**config.mk**
```make
export PLATFORM = sky130hd
export DESIGN_NAME = piso_serializer
export DESIGN_NICKNAME = d
export VERILOG_FILES = /design/src/rtl/serdes_pkg.sv /design/src/rtl/bit_tick_gen.sv /design/src/rtl/piso_serializer.sv
export SDC_FILE = /design/constraint.sdc
export NUM_CORES = 1
export LEC_CHECK = 0
export CORE_UTILIZATION = 45
export DETAILED_ROUTE_END_ITERATION = 16
export GPL_TIMING_DRIVEN = 0
export PLACE_DENSITY = 0.72
export SETUP_SLACK_MARGIN = 0.2
export SLEW_MARGIN = 25
export SYNTH_ARGS = -nofsm -noshare
export SYNTH_HDL_FRONTEND = slang
export SYNTH_SLANG_ARGS = --single-unit
```
**constraint.sdc**
```tcl
create_clock -name clk_i -period 3.75 [get_ports clk_i]
set_input_delay 0.5625 -clock clk_i [delete_from_list [all_inputs] [get_ports clk_i]]
set_output_delay 0.5625 -clock clk_i [all_outputs]
set_load 0.05 [all_outputs]
```
**src/rtl/serdes_pkg.sv**
```systemverilog
// Shared definitions for the serial transmit/receive blocks.
package serdes_pkg;

    // Word width shared with the companion serial-to-parallel receiver.
    localparam int unsigned DEFAULT_WIDTH = 4;

    // Widest word the parity helper accepts. Callers zero-extend to this width.
    localparam int unsigned PARITY_MAX_WIDTH = 64;

    typedef enum logic [1:0] {
        StIdle   = 2'd0,
        StData   = 2'd1,
        StParity = 2'd2
    } tx_state_e;

    // Even parity: the returned bit makes the total count of ones even.
    function automatic logic even_parity(input logic [PARITY_MAX_WIDTH-1:0] word);
        return ^word;
    endfunction

endpackage

```
**src/rtl/bit_tick_gen.sv**
```systemverilog
// Bit-period divider: counts DIV cycles per serial bit and flags the last one.
module bit_tick_gen #(
    parameter int unsigned DIV = 1
) (
    input  logic clk_i,
    input  logic rst_i,
    input  logic start_i,     // next cycle is the first cycle of a frame
    input  logic en_i,        // current cycle belongs to a frame
    output logic tick_o,      // current cycle is the last of a bit period
    output logic tick_next_o  // next cycle would be the last of a bit period
);

    localparam int unsigned CntW = (DIV > 1) ? $clog2(DIV) : 1;
    localparam logic [CntW-1:0] LastCnt = CntW'(DIV - 1);

    logic [CntW-1:0] cnt_q, cnt_d;

    // Wrap at DIV-1; hold at zero outside a frame so every frame starts aligned.
    always_comb begin
        cnt_d = '0;
        if (start_i) begin
            cnt_d = '0;
        end else if (en_i && (cnt_q != LastCnt)) begin
            cnt_d = cnt_q + 1'b1;
        end
    end

    // Divider counter register.
    always_ff @(posedge clk_i) begin
        if (rst_i) begin
            cnt_q <= '0;
        end else begin
            cnt_q <= cnt_d;
        end
    end

    assign tick_o      = en_i && (cnt_q == LastCnt);
    assign tick_next_o = (cnt_d == LastCnt);

endmodule

```
**src/rtl/piso_serializer.sv**
```systemverilog
// Parallel-in serial-out transmitter with valid/ready load and optional even parity.
module piso_serializer
    import serdes_pkg::*;
#(
    parameter int unsigned WIDTH     = DEFAULT_WIDTH,
    parameter int unsigned DIV       = 1,
    parameter int unsigned MSB_FIRST = 0,
    parameter int unsigned PARITY_EN = 0
) (
    input  logic             clk_i,
    input  logic             rst_i,
    input  logic [WIDTH-1:0] din_i,
    input  logic             load_valid_i,
    output logic             load_ready_o,
    output logic             sout_o,
    output logic             sout_valid_o,
    output logic             frame_start_o,
    output logic             done_o,
    output logic             busy_o
);

    localparam int unsigned NBITS   = WIDTH + PARITY_EN;
    localparam int unsigned BitCntW = $clog2(NBITS + 1);
    localparam logic [BitCntW-1:0] LastData = BitCntW'(WIDTH - 1);
    localparam logic [BitCntW-1:0] LastBit  = BitCntW'(NBITS - 1);

    tx_state_e          state_q, state_d;
    logic [WIDTH-1:0]   shift_q, shift_d, shift_adv;
    logic [BitCntW-1:0] bit_cnt_q, bit_cnt_d;
    logic               parity_q, parity_d;
    logic               sout_q, sout_d;
    logic               sout_valid_q, sout_valid_d;
    logic               frame_start_q, frame_start_d;
    logic               done_q, done_d;
    logic               accept;
    logic               tick, tick_next;
    logic               head_d;

    assign load_ready_o = (state_q == StIdle);
    assign busy_o       = ~load_ready_o;
    assign accept       = load_valid_i && load_ready_o;

    bit_tick_gen #(
        .DIV (DIV)
    ) u_bit_tick_gen (
        .clk_i       (clk_i),
        .rst_i       (rst_i),
        .start_i     (accept),
        .en_i        (state_q != StIdle),
        .tick_o      (tick),
        .tick_next_o (tick_next)
    );

    // Shift toward the transmit end so the head is always the next bit to send.
    always_comb begin
        if (MSB_FIRST != 0) begin
            shift_adv = {shift_q[WIDTH-2:0], 1'b0};
        end else begin
            shift_adv = {1'b0, shift_q[WIDTH-1:1]};
        end
    end

    // Frame sequencing: load, shift one bit per tick, optional parity bit, back to idle.
    always_comb begin
        state_d   = state_q;
        shift_d   = shift_q;
        bit_cnt_d = bit_cnt_q;
        parity_d  = parity_q;
        unique case (state_q)
            StIdle: begin
                if (load_valid_i) begin
                    shift_d   = din_i;
                    parity_d  = even_parity(PARITY_MAX_WIDTH'(din_i));
                    bit_cnt_d = '0;
                    state_d   = StData;
                end
            end
            StData: begin
                if (tick) begin
                    shift_d   = shift_adv;
                    bit_cnt_d = bit_cnt_q + 1'b1;
                    if (bit_cnt_q == LastData) begin
                        if (PARITY_EN != 0) begin
                            state_d = StParity;
                        end else begin
                            state_d   = StIdle;
                            bit_cnt_d = '0;
                            parity_d  = 1'b0;
                        end
                    end
                end
            end
            StParity: begin
                if (tick) begin
                    state_d   = StIdle;
                    bit_cnt_d = '0;
                    parity_d  = 1'b0;
                end
            end
            default: begin
                state_d = StIdle;
            end
        endcase
    end

    // Outputs are registered, so derive them from next-cycle state.
    always_comb begin
        head_d = (MSB_FIRST != 0) ? shift_d[WIDTH-1] : shift_d[0];
        sout_d = 1'b0;
        if (state_d == StData) begin
            sout_d = head_d;
        end else if (state_d == StParity) begin
            sout_d = parity_d;
        end
        sout_valid_d  = (state_d != StIdle);
        frame_start_d = accept;
        done_d        = (state_d != StIdle) && (bit_cnt_d == LastBit) && tick_next;
    end

    // State and output registers; reset abandons any frame in flight.
    always_ff @(posedge clk_i) begin
        if (rst_i) begin
            state_q       <= StIdle;
            shift_q       <= '0;
            bit_cnt_q     <= '0;
            parity_q      <= 1'b0;
            sout_q        <= 1'b0;
            sout_valid_q  <= 1'b0;
            frame_start_q <= 1'b0;
            done_q        <= 1'b0;
        end else begin
            state_q       <= state_d;
            shift_q       <= shift_d;
            bit_cnt_q     <= bit_cnt_d;
            parity_q      <= parity_d;
            sout_q        <= sout_d;
            sout_valid_q  <= sout_valid_d;
            frame_start_q <= frame_start_d;
            done_q        <= done_d;
        end
    end

    assign sout_o        = sout_q;
    assign sout_valid_o  = sout_valid_q;
    assign frame_start_o = frame_start_q;
    assign done_o        = done_q;

endmodule

```
==> results of run 1 <==
## worst register-to-register path, cell delays in order, from the launching register on
cell	delay, ns
dfxtp_1	0.40
ha_1	0.18
nor2b_1	0.24
nor3_2	0.08
a221oi_1	0.37
nor3_1	0.09
## layer usage
metal | vias up | GRT usage | routed length [um]
met1 | 285 | 0.2359 | 694
met4 | 0 | 0.05625 | 12
met5 | - | 0 | 0
li1 | 307 | - | -
met3 | 3 | 0.03017 | 70
met2 | 19 | 0.3015 | 683
## area by class of cell
type / count / area, um^2
sequential: 15 / 300.3
buffer: 4 / 30.03
clock buffer: 4 / 26.28
timing repair buffer: 12 / 120.1
fill: 150 / 620.6
inverter: 3 / 11.26
tap: 16 / 20.02
multi-input combinational: 55 / 395.4
## placed cells by master (no fill, tap or decap), drive strengths merged
cell type and n:
dfxtp 15, clkdlybuf4s50 12, nor2 9, a2bb2oi 7, nand2 6, clkbuf 5
a21oi 4, buf 3, inv 3, nor2b 3, nor3 3, xnor2 2
and2b 2, o21bai 2, nand3b 2, nor4bb 2, a32oi 1, a221oi 1
o21ai 1, o22ai 1, o211ai 1, xor2 1, nand2b 1, o2bb2ai 1
and2 1, o41ai 1, a211oi 1, ha 1, conb 1
## Yosys cell counts, types with 2 or more instances
library cell / number / area (um^2)
xnor2_1: 2 / 17.52
buf_4: 2 / 15.01
nor3_1: 2 / 10.01
dfxtp_1: 15 / 300.3
a21oi_1: 4 / 20.02
a2bb2oi_1: 7 / 61.31
inv_1: 2 / 7.510
nor2_1: 9 / 33.78
nor2b_1: 2 / 12.51
nand2_1: 6 / 22.52
## registers in the layout, summed over array words and instances, names as in the netlist
name / flops
shift_q: 4
bit_cnt_q: 3
state_q: 2
done_o: 1
frame_start_o: 1
parity_q: 1
sout_o: 1
sout_valid_o: 1
u_bit_tick_gen.cnt_q: 1
## cells by family (layout without fill, tap and decap cells)
family                     after synthesis  after routing  share of synthesized area
adders and majority gates                1              1                    0.01698
xor gates and xnor gates                 3              3                    0.03566
buffers and inverters                    7             23                    0.05601
other                                    1              1                   0.005088
and+or+nand+nor                         29             29                     0.2530
DFF                                     15             15                     0.4075
AOI/OAI and AO/OA                       21             21                     0.2258
## power groups by stage
stage	clock [mW]	combinational [mW]	sequential, mW
2_1_floorplan	0	0.0397	0.180
3_3_place_gp	0	0.0672	0.174
3_5_place_dp	0	0.0678	0.174
4_1_cts	0.0934	0.0681	0.170
5_1_grt	0.101	0.0726	0.171
6_report	0.0942	0.0679	0.170
## stage by stage
step / hold slack [ns] / instances / area [um^2] / power, mW / worst slack [ns]
2_1_floorplan: 0.4209 / 77 / 737.0 / 0.2196 / 1.519
3_3_place_gp: 0.4571 / 105 / 877.1 / 0.2409 / 1.680
3_5_place_dp: 0.4693 / 105 / 877.1 / 0.2420 / 1.654
4_1_cts: 0.4892 / 109 / 903.4 / 0.3318 / 1.344
5_1_grt: 0.5225 / 109 / 903.4 / 0.3449 / 1.277
6_report: 0.4854 / 109 / 903.4 / 0.3325 / 1.350
## path summary, 6_finish.rpt
path / start / to / slack [ns] / depth (start not counted)
hold reg to reg: parity_q / sout_o / 0.49 / 2
setup reg to reg: bit_cnt_q[0] / bit_cnt_q[0] / 2.26 / 5
hold / removal: parity_q / sout_o / 0.49 / 2
setup / recovery: state_q[0] / load_ready_o / 1.35 / 3
==> results.cfg, run 1 <==
[placed_design]
dp_hpwl_um = 1098
io_buffer_count = 12
place.gp.congestion = 0.7354

[grt]
track_usage = 0.1804
grt_pass1_wl_um = 2490
globalRouteOverflowTotal = 0
grt_start_max_net_pins = 11
grt_pass1_vias = 586
antenna_found_initial = 0

[worst_setup_path]
slowest_delay_ns = 0.84
worstPathRequired_ns = 3.19
startpoint_type = flop
path_cells = buf_4 -> nor2_1 -> clkdlybuf4s50_1
path_delay_family = buffers and inverters
critPathArrivalTime_ns = 1.84
critPathSlowestCell = clkdlybuf4s50_1
path_buf_inv = 2
worst_setup_path_end_kind = output pin
path_max_fanout = 10
worstSetupPathType = flop to output pin

[synth]
yosys_register_bits = 15
avgSynthCellArea_um2 = 9.571
yosysSeqAreaShare = 0.4075
synth_ff_type = dfxtp_1
yosys_warnings = 0
post_synth_num_cell_types = 36
syn_nets = 85
syn_inst = 77
async_reset_ff_frac = 0
netlist_area_um2 = 737.0
synth_edf_count = 0

[power_and_ir_drop]
p_switching_mw = 0.09437
power.density_nw_per_um2 = 368.1
leakagePower_nw = 0.3673
pwr-share-comb = 0.204
ir_drop_v = 0.0002398
p_int_mw = 0.2381
p_clk_frac = 0.283
p_seq_frac = 0.513
swShare = 0.2838

[die]
rows = 14
die_x_um = 42.47
die_h_um = 42.47
start_util = 0.4836
io_pins = 13
dieArea_um2 = 1804
core_region_area_um2 = 1524

[detailed_routing]
drtPass1Iterations = 4
drc_errors = 0
vias_per_cell = 5.633
wire_per_inst_um = 13.39
ant_nets = 0
wl_um = 1460
first_iter_violations = 8
vias = 614

[clock_tree]
htree_levels = 1
numCtsBuffers = 3
clk_pin_slew_ns = 0.08
cts_tree = yes
worst_skew_pair.late_latency_ns = 0.28
cts_post_setup_buffers_inserted = 0
postCtsHoldBufs = 0
cts_sinks = 15
ctsResizeCount = 0
ctsRootBufferMaster = clkbuf_4
clock_path_buffers = 2

[run_status]
status = complete, no violations

[finish]
fin_util = 0.5928
drive_gt1_frac = 0.1505
area_growth_pct = 22.58
fin_nets = 102
diodes = 0

[sta]
fin_crit_ns = 2.400
rsz0062_at_grt = no
slew_violations = 0
finClkSkew_ns = 0.007707
min_period_over_period = 0.6399
tns_ns = 0
fmax_mhz = 416.7
hold_violations = 0
setup_violations = 0

[min_path]
hold_class = flop to flop

[flow_run]
cap_violations = 0
Power figures use the tool's default switching activity.
==> run 2, diff against run 1 <==
Settings changed: CORE_UTILIZATION 45 to 44, PLACE_DENSITY 0.72 to 0.73.
Clock period 3.75 ns to 2.2 ns, I/O delays scaled along.
==> run 2 against run 1 <==
Compared with the run above:
- utilization is 0.84 points lower
- clock power grew 72%
- power is 70% higher
- final area shrank 0.28%
- sequential power rose by 71%
- wire length is 1.9% higher
- critical path depth unchanged
- cell count stayed put
- first-iteration DRC count grew 75%
- largest power group unchanged
==> results.cfg, run 2 (synthesized netlist as in run 1, its figures left out) <==
[run_status]
status = complete, no violations

[finish]
fillers = 148
largest_reg_flops = 4
final_common_cell = dfxtp_1
final_design_area_no_fill_um2 = 900.9
reg_top3 = shift_q x4, bit_cnt_q x3, state_q x2
area_growth_pct = 22.24
regMostFlops = shift_q
layout_common_cells = 15 x dfxtp_1, 10 x clkdlybuf4s50_1, 9 x nor2_1
diodes = 0
drive_gt1_frac = 0.1505
fin_nets = 102

[clock_tree]
cts_post_setup_buffers_inserted = 0
cts_sinks = 15
worst_skew_pair.late_latency_ns = 0.29
htree_levels = 1
ctsRootBufferMaster = clkbuf_4
postCtsHoldBufs = 0
cts_tree = yes
numCtsBuffers = 3
clk_pin_slew_ns = 0.09
clock_path_buffers = 2
ctsResizeCount = 2

[sta]
min_period_over_period = 0.8696
hold_violations = 0
tns_ns = 0
fin_crit_ns = 1.913
slew_violations = 0
finClkSkew_ns = 0.002634
setup_violations = 0
rsz0062_at_grt = no
fmax_mhz = 522.7

[die]
io_pins = 13
die_h_um = 42.93
dieArea_um2 = 1843
die_x_um = 42.93
start_util = 0.4781
core_region_area_um2 = 1541
rows = 14

[detailed_routing]
drtPass1Iterations = 4
wl_um = 1488
drc_errors = 0
wire_per_inst_um = 13.65
vias = 618
vias_per_cell = 5.670
ant_nets = 0
first_iter_violations = 14

[placed_design]
place.gp.congestion = 0.7582
io_buffer_count = 12
placed_area_um2 = 877.1
dp_hpwl_um = 1065

[worst_setup_path]
startpoint_type = flop
worstPathRequired_ns = 1.87
worstSetupPathType = flop to output pin
path_cells = buf_4 -> nor2_1 -> dlygate4sd2_1
critPathSlowestCell = dlygate4sd2_1
worst_setup_path_end_kind = output pin
path_max_fanout = 10
critPathArrivalTime_ns = 1.58
slowest_delay_ns = 0.56

[min_path]
hold_class = flop to flop

[grt]
grt_start_max_net_pins = 11
grt_pass1_vias = 593
antenna_found_initial = 0
globalRouteOverflowTotal = 0
grt_pass1_wl_um = 2559
track_usage = 0.1905

[power_and_ir_drop]
ir_drop_v = 0.0004113
leakagePower_nw = 0.3700
power.density_nw_per_um2 = 628.0

[flow_run]
cap_violations = 0
run 2: final cells by class:
| type | instances | area, um^2 | area share |
|---|---|---|---|
| Buffer | 4 | 30.03 | 0.03333 |
| Inverter | 3 | 11.26 | 0.01250 |
| Multi-Input combinational cell | 55 | 395.4 | 0.4389 |
| Tap cell | 16 | 20.02 | 0.02222 |
| Timing Repair Buffer | 12 | 117.6 | 0.1306 |
| Sequential cell | 15 | 300.3 | 0.3333 |
| Clock buffer | 4 | 26.28 | 0.02917 |
run 2: critical path: cells and delay by family (launching register included):
kind / cells / cell delay [ns]
buffers and inverters: 2 / 0.74
DFF: 1 / 0.33
and+or+nand+nor: 1 / 0.23
run 2: where the power goes:
group	internal (mW)	switching, mW
combinational	0.0494	0.0640
sequential	0.284	0.00577
clock	0.0705	0.0917
run 2: stage by stage:
| stage | hold WS (ns) | util | std cells | setup WS (ns) | power [mW] |
|---|---|---|---|---|---|
| floorplan | 0.4071 | - | 77 | 0.2012 | 0.3743 |
| global placement | 0.4366 | 0.5690 | 105 | 0.2865 | 0.4101 |
| detailed placement | 0.4527 | 0.5690 | 105 | 0.3030 | 0.4115 |
| CTS | 0.4825 | 0.5844 | 109 | 0.2850 | 0.5649 |
| global route | 0.4993 | 0.5844 | 109 | 0.2059 | 0.5854 |
| finish | 0.4768 | 0.5844 | 109 | 0.2869 | 0.5657 |
run 2: worst paths after layout:
kind                                    from      endpoint  slack [ns]  cells past startpoint
worst min-delay path                parity_q        sout_o        0.48                      2
worst max register to register  bit_cnt_q[0]  bit_cnt_q[0]        0.68                      5
worst min register to register      parity_q        sout_o        0.48                      2
worst max-delay path              state_q[0]  load_ready_o        0.29                      3
run 2: per-layer routing:
| layer | vias to the layer above | wire, um | global-route usage |
|---|---|---|---|
| met5 | - | 0 | 0 |
| li1 | 304 | - | - |
| met1 | 289 | 720 | 0.2480 |
| met4 | 0 | 46 | 0.1313 |
| met2 | 18 | 658 | 0.2879 |
| met3 | 7 | 63 | 0.02553 |
==> run 3, diff against run 2 <==
Settings changed: CORE_MARGIN set to 2.
==> run 3 against run 2 <==
Compared with the run above:
- non-clock buffer count is the same
- die area grew 9.5%
- first-iteration DRC count fell by 36%
- flip-flop and latch count is the same
- wire length down 2.9%
- sequential share of layout area rose by 0.14 points
- final area down 0.42%
- worst setup slack improved by 0.044 ns
- critical endpoint is now busy_o
- largest power group unchanged
==> results.cfg, run 3 (synthesized netlist as in run 1, its figures left out) <==
[placed_design]
dp_hpwl_um = 1081
dpl.cell_count = 105
io_buffer_count = 12
place.gp.congestion = 0.7046

[min_path]
hold_class = flop to flop

[worst_setup_path]
critPathArrivalTime_ns = 1.54
path_delay_family = buffers and inverters
startpoint_type = flop
worst_setup_path_end_kind = output pin
worstPathRequired_ns = 1.87
slowest_delay_ns = 0.42
critPathSlowestCell = dlygate4sd2_1
path_buf_inv = 3
path_cells = buf_4 -> nor2_1 -> inv_1 -> dlygate4sd2_1
worstSetupPathType = flop to output pin
path_max_fanout = 10

[power_and_ir_drop]
swShare = 0.2854
p_switching_mw = 0.1613
ir_drop_v = 0.0003893
power.density_nw_per_um2 = 630.1
p_clk_frac = 0.287
pwr-share-comb = 0.200
p_seq_frac = 0.513
leakagePower_nw = 0.3697
p_int_mw = 0.4039

[finish]
largest_reg_flops = 4
fin_nets = 102
diodes = 0
drive_gt1_frac = 0.1613
final_common_cell = dfxtp_1
regMostFlops = shift_q
reg_top3 = shift_q x4, bit_cnt_q x3, state_q x2
fillers = 152
stdcell_count = 109
layout_common_cells = 15 x dfxtp_1, 10 x clkdlybuf4s50_1, 9 x nor2_1
area_growth_pct = 21.73

[sta]
slew_violations = 0
fmax_mhz = 535.1
fin_crit_ns = 1.869
hold_violations = 0
rsz0062_at_grt = no
finClkSkew_ns = 0.008369
tns_ns = 0
hold_slack_ns = 0.4635
setup_violations = 0
min_period_over_period = 0.8494

[clock_tree]
worst_skew_pair.late_latency_ns = 0.29
postCtsHoldBufs = 0
htree_levels = 1
cts_post_setup_buffers_inserted = 0
ctsRootBufferMaster = clkbuf_4
clk_pin_slew_ns = 0.08
clock_path_buffers = 2
numCtsBuffers = 3
cts_tree = yes
cts_sinks = 15

[grt]
grt_pass1_vias = 524
globalRouteOverflowTotal = 0
antenna_found_initial = 0
track_usage = 0.1651
grt_start_max_net_pins = 11
grt_pass1_wl_um = 2311

[die]
core_region_area_um2 = 1541
rows = 14
dieArea_um2 = 2018
die_x_um = 44.93
start_util = 0.4781
io_pins = 13
die_h_um = 44.93

[detailed_routing]
drc_errors = 0
drtPass1Iterations = 3
first_iter_violations = 9
vias_per_cell = 5.394
wire_per_inst_um = 13.26
ant_nets = 0
vias = 588
wl_um = 1445

[run_status]
status = complete, no violations

[flow_run]
cap_violations = 0
==> run 3: stage by stage <==
step                      area, um^2  power (mW)  utilization  setup slack, ns
after floorplan                737.0      0.3743            -           0.2012
after global placement         877.1      0.4102       0.5690           0.2832
after detailed placement       877.1      0.4115       0.5690           0.2594
after CTS                      900.9      0.5706       0.5844           0.2372
after global routing           897.1      0.5868       0.5820           0.2349
final                          897.1      0.5653       0.5820           0.3313
==> run 3: layer usage <==
metal	up-vias	wire [um]	global-route usage	part of all wire
met5	-	0	0	0
met4	0	27	0.1059	0.019
met3	4	56	0.03600	0.039
met2	12	669	0.2514	0.46
met1	267	691	0.2100	0.48
li1	305	-	-	-
==> run 3: power groups by stage <==
stage / clock, mW / sequential [mW] / combinational (mW)
after global placement: 0 / 0.296 / 0.114
after CTS: 0.167 / 0.290 / 0.114
after detailed placement: 0 / 0.296 / 0.115
after global routing: 0.174 / 0.291 / 0.121
final: 0.162 / 0.290 / 0.113
after floorplan: 0 / 0.307 / 0.0677
==> run 3: cell type report <==
cell class	instances	area, um^2	area share
Clock buffer	4	26.28	0.02929
Tap cell	16	20.02	0.02232
Sequential cell	15	300.3	0.3347
Timing Repair Buffer	12	113.9	0.1269
Multi-Input combinational cell	55	395.4	0.4407
Buffer	4	30.03	0.03347
Inverter	3	11.26	0.01255
==> run 3: timing repair <==
item / 4_1_cts / 5_1_grt
resized for setup: 2 / 2
hold endpoints to repair: 0 / 0
setup endpoints to repair: 2 / 1
==> run 3: worst register-to-register path, stage by stage (launching register included) <==
cell and delay (ns):
dfxtp_1 0.39, ha_1 0.18, nor2b_1 0.24, nor3_2 0.07, a221oi_1 0.39, nor3_1 0.10
==> run 3: path summary, 6_finish.rpt <==
path,end,from,depth (start not counted),slack [ns]
setup / recovery,busy_o,state_q[0],4,0.33
hold / removal,sout_o,parity_q,2,0.46
setup reg to reg,bit_cnt_q[0],bit_cnt_q[0],5,0.70
hold reg to reg,sout_o,parity_q,2,0.46
